--- src/rtl/rv32imf_instr_compressor_if.sv ---
// Valid/ready bus between the instruction source, the compressor and the
// instruction-memory writer. The master drives instructions and accepts packed words.
interface rv32imf_instr_compressor_if;
    logic [31:0] in_instr_i;
    logic        in_valid_i;
    logic        in_ready_o;
    logic        flush_i;
    logic [31:0] out_word_o;
    logic        out_valid_o;
    logic        out_ready_i;
    logic        pend_o;
    logic [15:0] comp_cnt_o;

    // Compressor side.
    modport slave (
        input  in_instr_i,
        input  in_valid_i,
        input  flush_i,
        input  out_ready_i,
        output in_ready_o,
        output out_word_o,
        output out_valid_o,
        output pend_o,
        output comp_cnt_o
    );

    // Source/sink side.
    modport master (
        output in_instr_i,
        output in_valid_i,
        output flush_i,
        output out_ready_i,
        input  in_ready_o,
        input  out_word_o,
        input  out_valid_o,
        input  pend_o,
        input  comp_cnt_o
    );
endinterface

--- src/rtl/rv32imf_instr_compressor.sv ---
// RV32 instruction compressor: converts a subset of 32-bit instructions to RVC
// halfwords and packs the resulting instruction stream into little-endian 32-bit
// memory words. A lone halfword is held until the next instruction or a flush,
// which pads it with C.NOP.
// Optional feature: define RV32IMF_COMPRESS_MEM_EN to also compress lw/sw
// (C.LWSP, C.SWSP, C.LW, C.SW).
module rv32imf_instr_compressor (
    input  logic                        clk_i,
    input  logic                        rst_i,
    rv32imf_instr_compressor_if.slave   bus
);

    localparam logic [6:0] OpImm = 7'b0010011;
    localparam logic [6:0] OpReg = 7'b0110011;
`ifdef RV32IMF_COMPRESS_MEM_EN
    localparam logic [6:0] OpLoad  = 7'b0000011;
    localparam logic [6:0] OpStore = 7'b0100011;
`endif

    typedef enum logic {StEmpty, StHalf} pend_state_e;

    pend_state_e state_q, state_d;
    logic [15:0] held_q, held_d;
    logic [31:0] word_q, word_d;
    logic        valid_q, valid_d;
    logic [15:0] cnt_q, cnt_d;

    logic        in_ready;
    logic        accept;

    // Instruction fields.
    logic [31:0] instr;
    logic [6:0]  opcode;
    logic [4:0]  rd;
    logic [2:0]  funct3;
    logic [4:0]  rs1;
    logic [4:0]  rs2;
    logic [6:0]  funct7;
    logic        imm_small;   // I-immediate fits a signed 6-bit field
    logic        is_addi;
    logic        is_slli;
    logic        is_add;

    logic        comp_ok;
    logic [15:0] comp_half;

    assign instr     = bus.in_instr_i;
    assign opcode    = instr[6:0];
    assign rd        = instr[11:7];
    assign funct3    = instr[14:12];
    assign rs1       = instr[19:15];
    assign rs2       = instr[24:20];
    assign funct7    = instr[31:25];
    assign imm_small = (funct7 == {7{instr[25]}});
    assign is_addi   = (opcode == OpImm) && (funct3 == 3'b000);
    assign is_slli   = (opcode == OpImm) && (funct3 == 3'b001) && (funct7 == 7'd0);
    assign is_add    = (opcode == OpReg) && (funct3 == 3'b000) && (funct7 == 7'd0);

`ifdef RV32IMF_COMPRESS_MEM_EN
    logic        is_lw;
    logic        is_sw;
    logic [11:0] ld_off;
    logic [11:0] st_off;
    logic        ld_sp_ok;
    logic        st_sp_ok;
    logic        ld_cl_ok;
    logic        st_cl_ok;
    logic        rd_cl;
    logic        rs1_cl;
    logic        rs2_cl;

    assign is_lw    = (opcode == OpLoad) && (funct3 == 3'b010);
    assign is_sw    = (opcode == OpStore) && (funct3 == 3'b010);
    assign ld_off   = instr[31:20];
    assign st_off   = {instr[31:25], instr[11:7]};
    // Non-negative, word aligned, <= 252 (SP forms) or <= 124 (register forms).
    assign ld_sp_ok = (ld_off[11:8] == 4'd0) && (ld_off[1:0] == 2'd0);
    assign st_sp_ok = (st_off[11:8] == 4'd0) && (st_off[1:0] == 2'd0);
    assign ld_cl_ok = (ld_off[11:7] == 5'd0) && (ld_off[1:0] == 2'd0);
    assign st_cl_ok = (st_off[11:7] == 5'd0) && (st_off[1:0] == 2'd0);
    // Register in x8..x15, addressable by the 3-bit RVC register fields.
    assign rd_cl    = (rd[4:3] == 2'b01);
    assign rs1_cl   = (rs1[4:3] == 2'b01);
    assign rs2_cl   = (rs2[4:3] == 2'b01);
`endif

    // Compression rules, first match wins; no match means pass-through.
    always_comb begin
        comp_ok   = 1'b0;
        comp_half = 16'h0000;
`ifdef RV32IMF_COMPRESS_MEM_EN
        if (is_lw && rs1 == 5'd2 && rd != 5'd0 && ld_sp_ok) begin
            comp_ok   = 1'b1;
            comp_half = {3'b010, ld_off[5], rd, ld_off[4:2], ld_off[7:6], 2'b10};
        end else if (is_sw && rs1 == 5'd2 && st_sp_ok) begin
            comp_ok   = 1'b1;
            comp_half = {3'b110, st_off[5:2], st_off[7:6], rs2, 2'b10};
        end else if (is_lw && rd_cl && rs1_cl && ld_cl_ok) begin
            comp_ok   = 1'b1;
            comp_half = {3'b010, ld_off[5:3], rs1[2:0], ld_off[2], ld_off[6], rd[2:0], 2'b00};
        end else if (is_sw && rs1_cl && rs2_cl && st_cl_ok) begin
            comp_ok   = 1'b1;
            comp_half = {3'b110, st_off[5:3], rs1[2:0], st_off[2], st_off[6], rs2[2:0], 2'b00};
        end else
`endif
        if (is_addi && rs1 == 5'd0 && rd != 5'd0 && imm_small) begin
            comp_ok   = 1'b1;
            comp_half = {3'b010, instr[25], rd, instr[24:20], 2'b01};
        end else if (is_addi && rd == rs1 && rd != 5'd0 && imm_small
                     && instr[25:20] != 6'd0) begin
            comp_ok   = 1'b1;
            comp_half = {3'b000, instr[25], rd, instr[24:20], 2'b01};
        end else if (is_slli && rd == rs1 && rd != 5'd0 && rs2 != 5'd0) begin
            comp_ok   = 1'b1;
            comp_half = {3'b000, 1'b0, rd, rs2, 2'b10};
        end else if (is_add && rs1 == 5'd0 && rd != 5'd0 && rs2 != 5'd0) begin
            comp_ok   = 1'b1;
            comp_half = {3'b100, 1'b0, rd, rs2, 2'b10};
        end else if (is_add && rd == rs1 && rd != 5'd0 && rs2 != 5'd0) begin
            comp_ok   = 1'b1;
            comp_half = {3'b100, 1'b1, rd, rs2, 2'b10};
        end
    end

    assign in_ready = !valid_q || bus.out_ready_i;
    assign accept   = bus.in_valid_i && in_ready;

    // Packing next-state: input has priority, flush only pads a held halfword.
    always_comb begin
        state_d = state_q;
        held_d  = held_q;
        word_d  = word_q;
        valid_d = valid_q && !bus.out_ready_i;
        cnt_d   = cnt_q;
        if (accept) begin
            if (comp_ok && cnt_q != 16'hFFFF) begin
                cnt_d = cnt_q + 16'd1;
            end
            unique case (state_q)
                StEmpty: begin
                    if (comp_ok) begin
                        held_d  = comp_half;
                        state_d = StHalf;
                    end else begin
                        word_d  = instr;
                        valid_d = 1'b1;
                    end
                end
                StHalf: begin
                    valid_d = 1'b1;
                    if (comp_ok) begin
                        word_d  = {comp_half, held_q};
                        state_d = StEmpty;
                    end else begin
                        // Upper half of the straddling instruction stays behind.
                        word_d = {instr[15:0], held_q};
                        held_d = instr[31:16];
                    end
                end
                default: ;
            endcase
        end else if (bus.flush_i && state_q == StHalf && in_ready) begin
            word_d  = {16'h0001, held_q};
            valid_d = 1'b1;
            state_d = StEmpty;
        end
    end

    // State register with synchronous reset.
    always_ff @(posedge clk_i) begin
        if (rst_i) begin
            state_q <= StEmpty;
            held_q  <= 16'h0000;
            word_q  <= 32'h0000_0000;
            valid_q <= 1'b0;
            cnt_q   <= 16'h0000;
        end else begin
            state_q <= state_d;
            held_q  <= held_d;
            word_q  <= word_d;
            valid_q <= valid_d;
            cnt_q   <= cnt_d;
        end
    end

    assign bus.in_ready_o  = in_ready;
    assign bus.out_word_o  = word_q;
    assign bus.out_valid_o = valid_q;
    assign bus.pend_o      = (state_q == StHalf);
    assign bus.comp_cnt_o  = cnt_q;

endmodule

--- src/flat_wrapper.sv ---
// flat-port wrapper written by rule: the top's interface ports become plain ports
module rv32imf_instr_compressor_flat 
  (clk_i, rst_i, bus_in_instr_i, bus_in_valid_i, bus_flush_i, bus_out_ready_i, bus_in_ready_o, bus_out_word_o, bus_out_valid_o, bus_pend_o, bus_comp_cnt_o);
  rv32imf_instr_compressor_if bus_i ();
  input  logic clk_i;
  input  logic rst_i;
  input wire logic [$bits(bus_i.in_instr_i)-1:0] bus_in_instr_i;
  input wire logic [$bits(bus_i.in_valid_i)-1:0] bus_in_valid_i;
  input wire logic [$bits(bus_i.flush_i)-1:0] bus_flush_i;
  input wire logic [$bits(bus_i.out_ready_i)-1:0] bus_out_ready_i;
  output wire logic [$bits(bus_i.in_ready_o)-1:0] bus_in_ready_o;
  output wire logic [$bits(bus_i.out_word_o)-1:0] bus_out_word_o;
  output wire logic [$bits(bus_i.out_valid_o)-1:0] bus_out_valid_o;
  output wire logic [$bits(bus_i.pend_o)-1:0] bus_pend_o;
  output wire logic [$bits(bus_i.comp_cnt_o)-1:0] bus_comp_cnt_o;
  assign bus_i.in_instr_i = bus_in_instr_i;
  assign bus_i.in_valid_i = bus_in_valid_i;
  assign bus_i.flush_i = bus_flush_i;
  assign bus_i.out_ready_i = bus_out_ready_i;
  assign bus_in_ready_o = bus_i.in_ready_o;
  assign bus_out_word_o = bus_i.out_word_o;
  assign bus_out_valid_o = bus_i.out_valid_o;
  assign bus_pend_o = bus_i.pend_o;
  assign bus_comp_cnt_o = bus_i.comp_cnt_o;
  rv32imf_instr_compressor u_core (.clk_i(clk_i), .rst_i(rst_i), .bus(bus_i));
endmodule
--- config.mk ---
export PLATFORM = sky130hd
export DESIGN_NAME = rv32imf_instr_compressor_flat
export DESIGN_NICKNAME = d
export VERILOG_FILES = /design/src/rtl/rv32imf_instr_compressor_if.sv /design/src/rtl/rv32imf_instr_compressor.sv /design/src/flat_wrapper.sv
export SDC_FILE = /design/constraint.sdc
export NUM_CORES = 1
export LEC_CHECK = 0
export CORE_ASPECT_RATIO = 2
export CORE_MARGIN = 2
export CORE_UTILIZATION = 40
export DETAILED_ROUTE_END_ITERATION = 12
export PLACE_DENSITY = 0.75
export REMOVE_ABC_BUFFERS = 1
export SYNTH_ARGS = -nofsm -noshare
export SYNTH_HDL_FRONTEND = slang
export SYNTH_SLANG_ARGS = --single-unit
--- constraint.sdc ---
create_clock -name clk_i -period 5.35 [get_ports clk_i]
set_clock_uncertainty 0.05 [all_clocks]
set_input_delay 0.8025 -clock clk_i [delete_from_list [all_inputs] [get_ports clk_i]]
set_output_delay 0.8025 -clock clk_i [all_outputs]
set_load 0.05 [all_outputs]
Word level (Yosys, flattened, before mapping) --
Index checks and enable logic that the tools add are counted.
Word-level totals: register bits 66, input port bits 37, output and inout port bits 51, logic and storage cells 82
Operators by class: add/sub/neg operators 1, eq/ne operators 9, multiplexer cells 27, bitwise gates (word level) 1, reduce and logical (&&, ||, !) cells 39
Operator list (number):
- $mux 32 | 4
- $mux 16 | 7
- $pmux 32 s2 | 1
- $pmux 16 s2 | 1
- $logic_and 1x1->1 | 26
- $add 16x1->16 const B | 1
- $ne 16x16->1 const B | 1
- $mux 1 | 12
- $reduce_bool 5->1 | 2
- $eq 7x5->1 const B | 1
- $eq 7x6->1 const B | 1
- $logic_not 7->1 | 1
- $eq 6x6->1 | 1
- $reduce_bool 6->1 | 1
- $eq 5x5->1 | 1
- $logic_not 5->1 | 1
- $pmux 1 s2 | 2
- $reduce_and 2->1 | 2
- $eq 3x1->1 const B | 1
- $logic_not 3->1 | 1
- $ne 3x3->1 const B | 1
- $reduce_and 3->1 | 1
- $logic_not 1->1 | 2
- $ne 2x1->1 const B | 1
- other kinds (4) | 4

Logic depth before layout (Yosys ltp) --
word-level depth 14, depth in mapped cells 15, gate-level depth less buffers 13

Least setup slack after synthesis --
No wires, ideal clock.
path type in2reg, start point input port bus_in_instr_i[8], end point register u_core.held_q[1], setup time 0.132 ns, arrival 3.479 ns, required time 5.168 ns, setup slack 1.689 ns, cell stages on the path 13, path buffers 4, cells stage by stage or4_1 -> o211a_1 -> and2_4 -> a32oi_4 -> buf_6 -> buf_6 -> inv_1 -> ha_1 -> or2_2 -> clkbuf_1 -> clkbuf_1 -> a211oi_1 -> nor3_1
Between the ends: longest elaborated chain between the ends 11, elaborated cells on any way between the ends 31, those cells by class eq/ne (3); mux (12); reduce/logical (16)
Ends and longest elaborated chain:
- start, declared | RTL line flat_wrapper.sv:7 | input wire logic [$bits(bus_i.in_instr_i)-1:0] bus_in_instr_i;
- $eq 5x5->1 | RTL line rv32imf_instr_compressor.sv:109, rv32imf_instr_compressor.sv:113, rv32imf_instr_compressor.sv:119
- $logic_and 1x1->1 (3 in series) | RTL line rv32imf_instr_compressor.sv:119 | end else if (is_add && rd == rs1 && rd != 5'd0 && rs2 != 5'd0) begin
- $mux 16 / $mux 1 (equally long branches) | RTL line rv32imf_instr_compressor.sv:119
- $mux 16 / $mux 1 (equally long branches) | RTL line rv32imf_instr_compressor.sv:116 | end else if (is_add && rs1 == 5'd0 && rd != 5'd0 && rs2 != 5'd0) begin
- $mux 16 / $mux 1 (equally long branches) | RTL line rv32imf_instr_compressor.sv:113 | end else if (is_slli && rd == rs1 && rd != 5'd0 && rs2 != 5'd0) begin
- $mux 16 / $mux 1 (equally long branches) | RTL line rv32imf_instr_compressor.sv:109 | end else if (is_addi && rd == rs1 && rd != 5'd0 && imm_small
- $mux 16 / $mux 1 (equally long branches) | RTL line rv32imf_instr_compressor.sv:106 | if (is_addi && rs1 == 5'd0 && rd != 5'd0 && imm_small) begin
- $mux 16, or another cell as far along | RTL line rv32imf_instr_compressor.sv:141 | if (comp_ok) begin
- $pmux 16 s2 / $reduce_and 3->1 (equally long branches)
- end signal, assigned | RTL line rv32imf_instr_compressor.sv:179 | held_q <= held_d;
- end, declared | RTL line rv32imf_instr_compressor.sv:23 | logic [15:0] held_q, held_d;
Several ways; a longest one is shown, not always the timed one. The select of a mux whose other input is x is not followed. A chain may end at the register's enable or synchronous reset.

Worst setup path after layout --
start point input port bus_in_instr_i[8], end point register u_core.held_q[12]
The elaborated chain is that of the path after synthesis.

==> out/summary.txt <==
status -> finished clean
Achievable Freq -> 263 MHz
critical path fanouts, max -> 16
root buffer cell -> clkbuf_16
Clk pin slew, worst setup/hold paths -> 0.05 ns
number of global-route vias before repair -> 3779
Setup Buffers After CTS -> 0
Static Leak -> 1.63 nW
post-layout instance area -> 4740 sq um
TNS Setup -> 0 ns
overflow left after global routing -> 0
CP max-delay cell -> or4_1
Hold Path Class -> reg2reg
top_reg_cell synth -> dfxtp_1
Die Ht -> 137 microns
antenna violations before repair -> 0
Final period util -> 0.710
residual DRC count -> 0
Critical Path RT -> 5.50 ns
Layout Utilization -> 0.548
Core Footprint -> 8650 sq um
critical path type -> in2reg
initial DRC count -> 405
Die Footprint -> 9690 sq um
via count -> 3815
# setup viols final -> 0
H-tree Lvls -> 3
largest net degree at the start of global routing -> 61
commonest non-fill, non-tap cell in the layout -> clkdlybuf4s50_1
cell count of the worst reg-to-reg path -> 7
placed cell area -> 4440 sq um
RSZ-0062 raised after global routing -> no
CP Buf/Inv Count -> 2
Ys Warns -> 0
CP Capture Type -> flip-flop
total track usage -> 0.242
VDD IR max -> 0.191 mV
Max-cap violations -> 0
Routed Antenna Nets -> 0
# port buffers -> 87
ant diodes -> 0
Sink Count -> 66
ys async rst share -> 0
Synth Cell Area -> 3550 sq um
die width -> 70.6 microns
Fin. Hold Viols -> 0
Syn-to-layout area delta -> 33.5%
Yosys reg bits -> 66
Netlist cell types -> 54
type of origin of the critical path -> primary input
CTS tree -> done
GPL Wtd Cong -> 0.989
wire per inst -> 18.6 microns
number of hold buffers added after CTS -> 0
Hold Crit Depth -> 2
routed wire length -> 11.5 mm
EDFF count, synth -> 0
drt via density -> 6.16
drt pass-1 iters -> 5
fillers -> 825
dpl hpwl -> 8.44 mm
slew margin rel. -> 0.258
Rows -> 48
clk_lat worst skew -> 0.33 ns
initial core utilization -> 0.410
CTS max path bufs -> 2
first-pass GRT wire length -> 18.6 mm
layout cells sized above 1 -> 0.0829
CTS resizes -> 0
Syn Area/Cell -> 7.99 sq um
nets -> 556
most frequent cells in the layout -> 86 x clkdlybuf4s50_1, 65 x dfxtp_1, 54 x nor2_1
Seq/Total Area, Yosys -> 0.372
critical path's top delay family -> simple AND/OR/NAND/NOR gates
Cell Chain, Critical Path -> clkdlybuf4s50_1 -> or4_1 -> o211a_1 -> and2_4 -> a32oi_4 -> inv_1 -> ha_1 -> or2_2 -> a2111oi_0 -> nor3_1
number of I/O pins -> 88
Cells after Synth -> 444
Crit path arrival time -> 3.95 ns
worst-margin pin slew -> 1.11 ns
Pins Over Slew Limit -> 0
TritonCTS Buffers -> 9
Crit path depth -> 10
CP max stage delay -> 0.55 ns
Final min period -> 3.80 ns
PD cells -> 279 nW/um^2
-- final cells by class --
type                       instances  area (sq um)  area share
clock buffer                      11           253      0.0534
sequential                        66          1320       0.279
timing repair buffer              93           911       0.192
clock inverter                     3          40.0     0.00845
multi-input combinational        337          2050       0.433
inverter                           9          33.8     0.00713
tap                              100           125      0.0264
-- registers in the layout, summed over array words and instances, names as in the netlist --
register,flops
u_core.bus.pend_o,1
u_core.bus.out_valid_o,1
u_core.bus.comp_cnt_o,16
u_core.held_q,16
u_core.bus.out_word_o,32
-- logic make-up (layout without fill, tap and decap cells) --
group / count (synthesis) / count (layout) / synth area share
and+or+nand+nor: 179 / 179 / 0.249
AOI/OAI and AO/OA: 138 / 138 / 0.269
DFF: 66 / 66 / 0.372
buffers and inverters: 41 / 116 / 0.0501
muxes: 11 / 11 / 0.0342
xor gates and xnor gates: 6 / 6 / 0.0148
adders and majority gates: 3 / 3 / 0.0106
-- power by group --
group	internal [W]	switching, W	total (W)
combinational	0.0000777	0.000142	0.000219
sequential	0.000509	0.0000101	0.000520
clock	0.000379	0.000204	0.000583
-- worst reg2reg max path: stages (launching register included) --
cell and delay (ns):
dfxtp_1 0.33, nor2b_1 0.49, inv_1 0.23, nand2_1 0.59, a31o_2 0.39, or2_1 0.42, nor2_1 0.09, a211oi_2 0.21
-- metrics by stage --
| stage | hold slack, ns | power (W) | instances | worst slack (ns) |
|---|---|---|---|---|
| 2_1_floorplan | 0.372 | 0.000644 | 412 | 0.750 |
| 3_3_place_gp | 0.389 | 0.000746 | 605 | 1.34 |
| 3_5_place_dp | 0.398 | 0.000748 | 605 | 1.26 |
| 4_1_cts | 0.404 | 0.00133 | 619 | 1.60 |
| 5_1_grt | 0.428 | 0.00136 | 619 | 1.39 |
| 6_report | 0.401 | 0.00132 | 619 | 1.55 |
-- layer usage --
layer | wire (microns) | up-vias | track usage
li1 | - | 1794 | -
met1 | 4060 | 1800 | 0.253
met2 | 6070 | 168 | 0.428
met3 | 765 | 53 | 0.0519
met4 | 656 | 0 | 0.166
met5 | 0 | - | 0
-- final timing paths --
check	startpoint	end	slack (ns)
max reg2reg	u_core.bus.out_valid_o$_SDFF_PP0_	u_core.bus.comp_cnt_o[5]$_SDFFE_PP0P_	2.46
min	u_core.held_q[13]$_SDFFE_PP0P_	u_core.held_q[13]$_SDFFE_PP0P_	0.40
max	bus_in_instr_i[8]	u_core.held_q[12]$_SDFFE_PP0P_	1.55
min reg2reg	u_core.held_q[13]$_SDFFE_PP0P_	u_core.held_q[13]$_SDFFE_PP0P_	0.40
-- synthesized netlist by cell type (6+ instances only) --
| cell | number | area share |
|---|---|---|
| nor3_1 | 16 | 0.023 |
| dfxtp_1 | 66 | 0.37 |
| a311oi_1 | 17 | 0.042 |
| nor2_1 | 55 | 0.058 |
| clkbuf_1 | 27 | 0.029 |
| xor2_1 | 6 | 0.015 |
| inv_1 | 9 | 0.0095 |
| nand2_1 | 41 | 0.043 |
| a21oi_1 | 29 | 0.041 |
| o21ai_0 | 31 | 0.044 |
| a211oi_1 | 11 | 0.023 |
| nand4_1 | 10 | 0.018 |
| a22oi_1 | 12 | 0.025 |
| mux2_2 | 9 | 0.029 |
| or4_1 | 10 | 0.021 |
| o31ai_1 | 10 | 0.021 |
| nand3_1 | 16 | 0.023 |
| nor2b_1 | 7 | 0.012 |
| a31oi_1 | 6 | 0.011 |
Note: power is estimated with default switching activity, not from simulation.
